### src/rtl/ds_pkg.sv
// Shared definitions for the 2x2 downsample sequencer: state encoding,
// block tap offsets and derived address-width helper.
package ds_pkg;

    typedef enum logic [2:0] {
        IDLE  = 3'd0,
        FETCH = 3'd1,
        FWAIT = 3'd2,
        AVG   = 3'd3,
        WRITE = 3'd4,
        DONE  = 3'd5
    } ds_state_t;

    localparam int NUM_TAPS = 4;

    // Raster offset of tap k inside a 2x2 block: TL, TR, BL, BR.
    function automatic int ds_off(input int k, input int w);
        case (k)
            0:       return 0;
            1:       return 1;
            2:       return w;
            default: return w + 1;
        endcase
    endfunction

    function automatic int ds_aw(input int n);
        return (n < 2) ? 1 : $clog2(n);
    endfunction

endpackage

### src/rtl/ds_addr_gen.sv
// Source/destination address generator for the downsampler. Walks the output
// raster with counters and adders only; clears itself after the last pixel.
module ds_addr_gen
    import ds_pkg::*;
#(
    parameter int SRC_WIDTH  = 56,
    parameter int SRC_HEIGHT = 56,
    parameter int SRC_AW     = ds_aw(SRC_WIDTH * SRC_HEIGHT),
    parameter int DST_AW     = ds_aw((SRC_WIDTH / 2) * (SRC_HEIGHT / 2))
) (
    input  logic              clk,
    input  logic              reset,
    input  logic              i_fetch,
    input  logic              i_pix_adv,
    output logic [SRC_AW-1:0] o_src_addr,
    output logic [DST_AW-1:0] o_dst_addr,
    output logic              o_k_last,
    output logic              o_last_pixel
);

    localparam int OUT_W = SRC_WIDTH / 2;
    localparam int NPIX  = OUT_W * (SRC_HEIGHT / 2);
    localparam int OXW   = ds_aw(OUT_W);

    logic [OXW-1:0]    r_ox;
    logic [SRC_AW-1:0] r_row_base;
    logic [1:0]        r_k;
    logic [DST_AW-1:0] r_out_idx;
    logic [SRC_AW-1:0] w_off;

    always_comb begin
        w_off = '0;
        case (r_k)
            2'd0:    w_off = SRC_AW'(ds_off(0, SRC_WIDTH));
            2'd1:    w_off = SRC_AW'(ds_off(1, SRC_WIDTH));
            2'd2:    w_off = SRC_AW'(ds_off(2, SRC_WIDTH));
            default: w_off = SRC_AW'(ds_off(3, SRC_WIDTH));
        endcase
    end

    assign o_src_addr   = r_row_base + SRC_AW'({r_ox, 1'b0}) + w_off;
    assign o_dst_addr   = r_out_idx;
    assign o_k_last     = (r_k == 2'd3);
    assign o_last_pixel = (r_out_idx == DST_AW'(NPIX - 1));

    always_ff @(posedge clk) begin
        if (reset) begin
            r_ox       <= '0;
            r_row_base <= '0;
            r_k        <= '0;
            r_out_idx  <= '0;
        end else begin
            if (i_fetch)
                r_k <= r_k + 2'd1;
            if (i_pix_adv) begin
                // Returning to zero leaves the next frame ready to start at address 0.
                if (o_last_pixel) begin
                    r_ox       <= '0;
                    r_row_base <= '0;
                    r_out_idx  <= '0;
                end else begin
                    r_out_idx <= r_out_idx + DST_AW'(1);
                    if (r_ox == OXW'(OUT_W - 1)) begin
                        r_ox       <= '0;
                        r_row_base <= r_row_base + SRC_AW'(2 * SRC_WIDTH);
                    end else begin
                        r_ox <= r_ox + OXW'(1);
                    end
                end
            end
        end
    end

endmodule

### src/rtl/pixel_downsample_ctrl.sv
// 2x2 block-average downsample sequencer: fetches four source pixels, feeds the
// external averager, writes the result. Build option DS_BINARIZE_EN thresholds the output.
module pixel_downsample_ctrl
    import ds_pkg::*;
#(
    parameter int SRC_WIDTH  = 56,
    parameter int SRC_HEIGHT = 56,
    parameter int RESOLUTION = 8,
    parameter int THRESH     = 128,
    parameter int SRC_AW     = ds_aw(SRC_WIDTH * SRC_HEIGHT),
    parameter int DST_AW     = ds_aw((SRC_WIDTH / 2) * (SRC_HEIGHT / 2))
) (
    input  logic                  clk,
    input  logic                  reset,
    input  logic                  start,
    output logic                  busy,
    output logic                  done,
    output logic                  src_rd_en,
    output logic [SRC_AW-1:0]     src_addr,
    input  logic [RESOLUTION-1:0] src_data,
    output logic                  avg_en,
    output logic [RESOLUTION-1:0] avg_p0,
    output logic [RESOLUTION-1:0] avg_p1,
    output logic [RESOLUTION-1:0] avg_p2,
    output logic [RESOLUTION-1:0] avg_p3,
    input  logic [RESOLUTION-1:0] avg_result,
    output logic                  dst_wr_en,
    output logic [DST_AW-1:0]     dst_addr,
    output logic [RESOLUTION-1:0] dst_data
);

    if ((SRC_WIDTH % 2) != 0 || (SRC_HEIGHT % 2) != 0 || THRESH >= (1 << RESOLUTION)) begin : g_bad_cfg
        $error("pixel_downsample_ctrl: dimensions must be even and THRESH must fit RESOLUTION");
    end

    ds_state_t r_state, w_next;

    logic [2:0][RESOLUTION-1:0] r_pix;
    logic [3:0][RESOLUTION-1:0] r_avg_p;
    logic                       r_cap_vld;
    logic [RESOLUTION-1:0]      r_dst_data;
    logic [RESOLUTION-1:0]      w_avg_val;
    logic                       w_k_last;
    logic                       w_last_pixel;

    ds_addr_gen #(
        .SRC_WIDTH (SRC_WIDTH),
        .SRC_HEIGHT(SRC_HEIGHT),
        .SRC_AW    (SRC_AW),
        .DST_AW    (DST_AW)
    ) u_addr_gen (
        .clk         (clk),
        .reset       (reset),
        .i_fetch     (r_state == FETCH),
        .i_pix_adv   (r_state == WRITE),
        .o_src_addr  (src_addr),
        .o_dst_addr  (dst_addr),
        .o_k_last    (w_k_last),
        .o_last_pixel(w_last_pixel)
    );

    always_comb begin
        w_next = r_state;
        case (r_state)
            IDLE:    if (start) w_next = FETCH;
            FETCH:   if (w_k_last) w_next = FWAIT;
            FWAIT:   w_next = AVG;
            AVG:     w_next = WRITE;
            WRITE:   w_next = w_last_pixel ? DONE : FETCH;
            DONE:    w_next = IDLE;
            default: w_next = IDLE;
        endcase
    end

    always_ff @(posedge clk) begin
        if (reset) r_state <= IDLE;
        else       r_state <= w_next;
    end

    assign busy      = (r_state == FETCH) || (r_state == FWAIT) ||
                       (r_state == AVG)   || (r_state == WRITE);
    assign done      = (r_state == DONE);
    assign src_rd_en = (r_state == FETCH);
    assign avg_en    = (r_state == AVG);
    assign dst_wr_en = (r_state == WRITE);

`ifdef DS_BINARIZE_EN
    assign w_avg_val = (avg_result >= RESOLUTION'(THRESH)) ? '1 : '0;
`else
    assign w_avg_val = avg_result;
`endif

    // Reads return one cycle late; p0..p2 shift in, p3 lands straight in the averager regs.
    always_ff @(posedge clk) begin
        if (reset) begin
            r_cap_vld  <= 1'b0;
            r_pix      <= '0;
            r_avg_p    <= '0;
            r_dst_data <= '0;
        end else begin
            r_cap_vld <= src_rd_en;
            if (r_cap_vld)
                r_pix <= {r_pix[1:0], src_data};
            if (r_state == FWAIT)
                r_avg_p <= {src_data, r_pix[0], r_pix[1], r_pix[2]};
            if (r_state == AVG)
                r_dst_data <= w_avg_val;
        end
    end

    assign avg_p0   = r_avg_p[0];
    assign avg_p1   = r_avg_p[1];
    assign avg_p2   = r_avg_p[2];
    assign avg_p3   = r_avg_p[3];
    assign dst_data = r_dst_data;

endmodule

### config.mk
export PLATFORM = sky130hd
export DESIGN_NAME = pixel_downsample_ctrl
export DESIGN_NICKNAME = d
export VERILOG_FILES = /design/src/rtl/ds_pkg.sv /design/src/rtl/ds_addr_gen.sv /design/src/rtl/pixel_downsample_ctrl.sv
export SDC_FILE = /design/constraint.sdc
export NUM_CORES = 1
export LEC_CHECK = 0
export ABC_AREA = 1
export CAP_MARGIN = 20
export CORE_MARGIN = 2
export CORE_UTILIZATION = 51
export CTS_CLUSTER_SIZE = 14
export DETAILED_ROUTE_END_ITERATION = 10
export PLACE_DENSITY = 0.84
export SETUP_SLACK_MARGIN = 0.4
export SYNTH_ARGS = -nofsm -noshare
export SYNTH_HDL_FRONTEND = slang
export SYNTH_SLANG_ARGS = --single-unit
### constraint.sdc
create_clock -name clk -period 3.4 [get_ports clk]
set_input_delay 0.68 -clock clk [delete_from_list [all_inputs] [get_ports clk]]
set_output_delay 0.68 -clock clk [all_outputs]
set_load 0.02 [all_outputs]
=== Word-level counts from Yosys, hierarchy flattened ===
Cells that the tools add are included.

* Multiplexer cells: 10
* Reduce and logical (&&, ||, !) cells: 8
* Eq/ne operators: 12
* Add/subtract/negate cells: 6

{| class="wikitable"
|+ Operator list
! cell !! number
|-
| $add A12 B6 Y12 || 2
|-
| $mux W12 || 2
|-
| $pmux W6 S3 || 1
|-
| $pmux W3 S5 || 1
|-
| $add A12 B7 Y12 const B || 1
|-
| $add A10 B1 Y10 const B || 1
|-
| $eq A10 B10 Y1 const B || 1
|-
| $mux W10 || 1
|-
| $mux W5 || 2
|-
| $mux W3 || 3
|-
| $eq A3 B2 Y1 const B || 2
|-
| $eq A3 B3 Y1 const B || 2
|-
| $add A5 B1 Y5 const B || 1
|-
| $eq A5 B5 Y1 const B || 1
|-
| $eq A2 B2 Y1 const B || 2
|-
| $reduce_and A2 Y1 || 2
|-
| $eq A3 B1 Y1 const B || 1
|-
| $logic_not A3 Y1 || 1
|-
| $logic_or A1 B1 Y1 || 3
|-
| $add A2 B1 Y2 const B || 1
|-
| $eq A2 B1 Y1 const B || 1
|-
| $logic_not A2 Y1 || 1
|-
| $ne A2 B1 Y1 const B || 1
|-
| $ne A2 B2 Y1 const B || 1
|-
| $reduce_bool A2 Y1 || 1
|}

* Input bits: 19
* Bits in registers: 97
* Logic and storage cells: 50
* Output and inout port bits: 67

=== Logic depth before layout (Yosys ltp) ===
* Depth after elaboration: 4
* Depth in mapped cells: 12
* Mapped depth without buffers: 12

=== By module ===
A second synthesis with hierarchy kept.

* Cell total of the unflattened synthesis: 526
* Area total of the unflattened synthesis: 4,065.1 µm²

{| class="wikitable"
|+ By module, submodules not included
! module !! cells each !! sequential area each (µm²) !! area each (µm²) !! times used
|-
| pixel_downsample_ctrl || 309 || 1,361.3 || 2,423.6 || 1
|-
| ds_addr_gen || 217 || 500.5 || 1,641.6 || 1
|}

=== Worst setup path after synthesis ===
No wires, ideal clock.

* Path type: register -> output
* Start: register u_addr_gen.r_k[0]
* End: output port src_addr[11]
* Arrival time: 2.316 ns
* Stages on the path, launching flop included: 13
* Setup slack: 0.404 ns
* Data required time: 2.720 ns
* Buffers on the path: 0
* Path through: dfxtp_1 inv_1 ha_1 nor2_1 fa_1 inv_1 ha_1 nand2_1 inv_1 a21oi_1 nand2_1 nand2_1 xor2_1

* Longest elaborated chain between the ends: 3
* Elaborated cells between the ends (all ways): 5
* Those cells by class: add/sub: 1; eq/ne: 2; mux: 1; reduce/logical: 1

{| class="wikitable"
|+ RTL lines
! what !! line !! text
|-
| from (decl) || ds_addr_gen.sv:27 || <nowiki>logic [1:0] r_k;</nowiki>
|-
| from (signal assigned) || ds_addr_gen.sv:54 || <nowiki>r_k <= r_k + 2'd1;</nowiki>
|-
| $eq A2 B2 Y1 (tied with other cells) || ds_addr_gen.sv:33 || <nowiki>case (r_k)</nowiki>
|-
| $pmux W6 S3 * || ds_addr_gen.sv:33 ||
|-
| $add A12 B6 Y12 * || ds_addr_gen.sv:41 || <nowiki>assign o_src_addr = r_row_base + SRC_AW'({r_ox, 1'b0}) + w_off;</nowiki>
|-
| to (decl) || pixel_downsample_ctrl.sv:19 || <nowiki>output logic [SRC_AW-1:0] src_addr,</nowiki>
|}

Mark *: on every way between the ends. The rest lies on a longest branch, timed or not.

=== Worst setup path after layout ===
* Start: register u_addr_gen.r_k[0]
* End: output port src_addr[8]

The elaborated chain is that of the path after synthesis.

==> key figures <==
Route
  • DR WL/cell: 13.5 um
  • 1st-iter DRT viols: ~190
  • Via count: a little under 4k
  • Post-route ant nets: 0
  • DRT Wirelength: 10000 um
  • Post-route DRC: 0
  • Drt via density: 5.22
  • DRT Pass-1 Iters: 4

Setup path
  • Crit-path slowest cell: fa_1
  • Reg-to-Reg End: r_pix[4]
  • Worst setup path endpoint: src_addr[8]
  • Worst EP arrival: 2540 ps
  • Worst path max stage delay: 440 ps
  • Worst-path cell chain: inv_4 > ha_4 > nor2_4 > fa_1 > inv_2 > ha_4 > a21oi_4 > o21ai_2 > a21oi_2 > nor2_1 > nand2_1 > nand2_1 > buf_6
  • CP Launch Type: flop
  • Critical path fanouts, max: 3
  • Worst r2r src: r_cap_vld
  • Critical Path Source: u_addr_gen.r_k[0]
  • Reg2Reg Depth: 3
  • R2R Setup Slk: 1570 ps
  • Worst Path Required: 2720 ps
  • Crit end category: output port
  • Setup CP Type: reg2out

Clocking
  • Clock Latency Late Sink: 350 ps
  • CTS tree: done
  • Root Buffer: clkbuf_8
  • CTS buffer count: 9
  • Htree depth: 3
  • Clock Sinks: 93
  • CTS clk-pin slew, worst paths: approximately 100 ps
  • Clock Tree Buf Depth: 2
  • # hold bufs at CTS: 0

Yosys
  • Post-synth top area cell: dfxtp_1
  • Syn nets: 580
  • Number of synthesized register bits: 93
  • Cell count after synthesis: 548
  • Synthesis warning total: 0
  • Synth area leaders: dfxtp_1, nor2_1, o21ai_0
  • Cell variety after synth: 31
  • Seq/Total Area, Yosys: 45.8%
  • Yosys top cell area share: a little under half
  • Synthesized area: 0.00406 mm2
  • Avg Synthesized Cell Area: 7.41 um2

Timing
  • RSZ-0062 raised after global routing: true
  • Final setup fails: 0
  • Final hold vios: 0
  • Slew Limit Fails: 0
  • Final min period: around 3200 ps
  • Max Freq: 0.310 GHz
  • Final worst path period share: 94.8%
  • Max_slew headroom: between 40% and 50%
  • Transition time of the tightest slew-check pin: 763 ps
  • Final Skew: 12.2 ps

Floorplanning
  • Initial Util: 52.6%
  • Die area: just under 0.009 mm2
  • Die Y: 93.3 um
  • Die W: approximately 93 um
  • Core Area: between 0.007 and 0.008 mm2
  • Ports: 86
  • Num rows: 32

Global routing
  • Largest net degree at the start of global routing: 67
  • Total global routing track utilization: 23.7%
  • Initial antenna violation count: 0
  • First-pass GRT wire length: 16700 um
  • Global route overflow: 0
  • Vias in the first global route: 3677

Outcome
  • Status: finished, final reports clean

Finish
  • Share of layout cells above drive strength 1: between 10 and 15%
  • Number of fill cells: just over 600
  • Fin cells: 741
  • Antenna diode count: 0
  • Syn-to-layout area delta: 31.7%
  • Net count reported at finish: ~670

Power and ir drop
  • Max IR drop VDD: 0.574 mV
  • Static leakage: about 0.0022 uW
  • Cell Pwr Density: 713 mW/mm2
  • Tot Pwr: 3810 uW

Flow run
  • Max Cap Viol: 0

Placed design
  • Post-DP HPWL: roughly 6800 um
  • Placed Instances: 723
  • IO buf count: 85
  • RePlAce Congestion: 0.812

Worst hold path
  • Min-Delay Path Class: reg2reg
## cell families after synthesis
kind of cell,Yosys count,synth area share (%)
AND/OR/NAND/NOR,205,21.4
AO/OA/AOI/OAI,125,15.6
buffers and inverters,96,9.52
flip-flops,93,45.8
XOR/XNOR,15,3.23
adder cells (fa/ha/maj),13,4.37
other,1,0.0923
## timing repair
action | in CTS | in global routing
buffers inserted | 2 | 0
gates cloned | 0 | 0
gates resized for setup | 64 | 10
pin swaps | 8 | 0
endpoints found under the setup margin | 9 | 8
## report_power, final
part           total (uW)  switching [uW]  internal [uW]  leakage (uW)
logic                1470             837            637       0.00136
clock network         777             420            357      0.000104
registers            1560             198           1360      0.000758
## how the worst min path moves through the flow
| stage | end | slack (ps) | startpoint | cells past startpoint |
|---|---|---|---|---|
| 6_report | avg_p0[1] | 450 | avg_p0[1] | 2 |
| 5_1_grt | avg_p0[1] | 470 | avg_p0[1] | 2 |
| 4_1_cts | avg_p2[7] | 450 | avg_p2[7] | 2 |
| 3_5_place_dp | avg_p2[7] | 440 | avg_p2[7] | 2 |
| 3_3_place_gp | avg_p3[2] | 430 | avg_p3[2] | 2 |
| 2_1_floorplan | u_addr_gen.r_row_base[4] | 450 | u_addr_gen.r_row_base[4] | 2 |
## cells in the mapped netlist, drive strengths merged
master,number
nor2,106
dfxtp,93
o21ai,75
inv,73
nand2,60
a21oi,47
nand3,23
xor2,13
clkbuf,12
buf,11
ha,11
nand4,6
nor3,6
fa,2
nor3b,2
xnor2,2
a211oi,1
a31o,1
a31oi,1
conb,1
nand3b,1
nor2b,1
## cells in the final DEF (no fill, tap or decap), drive strengths merged
master	n
nand3b	1
conb	1
inv	77
nor3b	2
bufinv	1
nand2	60
clkbuf	9
nor3	6
a31oi	1
nand4	6
clkdlybuf4s50	76
xnor2	2
a31o	1
dlygate4sd2	1
fa	2
clkinv	1
xor2	13
nor2b	1
buf	21
nor2	106
dfxtp	93
ha	11
nand3	23
a21oi	47
o21ai	75
a211oi	1
clkinvlp	1
## routing by layer
layer / GRT usage [%] / vias up / part of all wire [%]
li1: - / 1922 / -
met1: 28.8 / 1805 / 43
met2: 42.0 / 122 / 50
met3: 5.32 / 18 / 5.4
met4: 6.99 / 0 / 1.7
met5: 0 / - / 0
## area by class of cell
cell class	instances	area (um2)	share of cell area [%]
inverters	73	277	5.17
clock inverters	7	86.3	1.61
well taps	102	128	2.38
multi-input cells	359	1940	36.2
repair buffers	98	932	17.4
clock buffers	9	124	2.31
flip-flops and latches	93	1870	34.9
## through the flow
step                worst slack, ps  utilization (%)  TNS, ps  area [um2]  hold WS, ps
floorplan                       404                -        0        4060          452
global placement               13.0             64.9        0        5020          430
detailed placement             -148             64.9     -374        5020          438
CTS                             191             68.8        0        5310          450
global route                   85.1             69.3        0        5350          473
finish                          176             69.3        0        5350          448
## critical path: cells and delay by family, from the launching register on
family / cells / cell delay, ps
simple gates: 4 / 290
flops: 1 / 390
fa+ha+maj: 3 / 800
compound gates: 3 / 450
buf+inv: 3 / 260
## flip-flops by register name, summed over array words and instances (netlist names), 3 cells and up
register	count
avg_p1	8
avg_p2	8
u_addr_gen.o_dst_addr	10
avg_p0	8
u_addr_gen.r_ox	5
r_pix	24
avg_p3	8
r_state	3
u_addr_gen.r_row_base	8
dst_data	8
(Power assumes the default switching activity.)
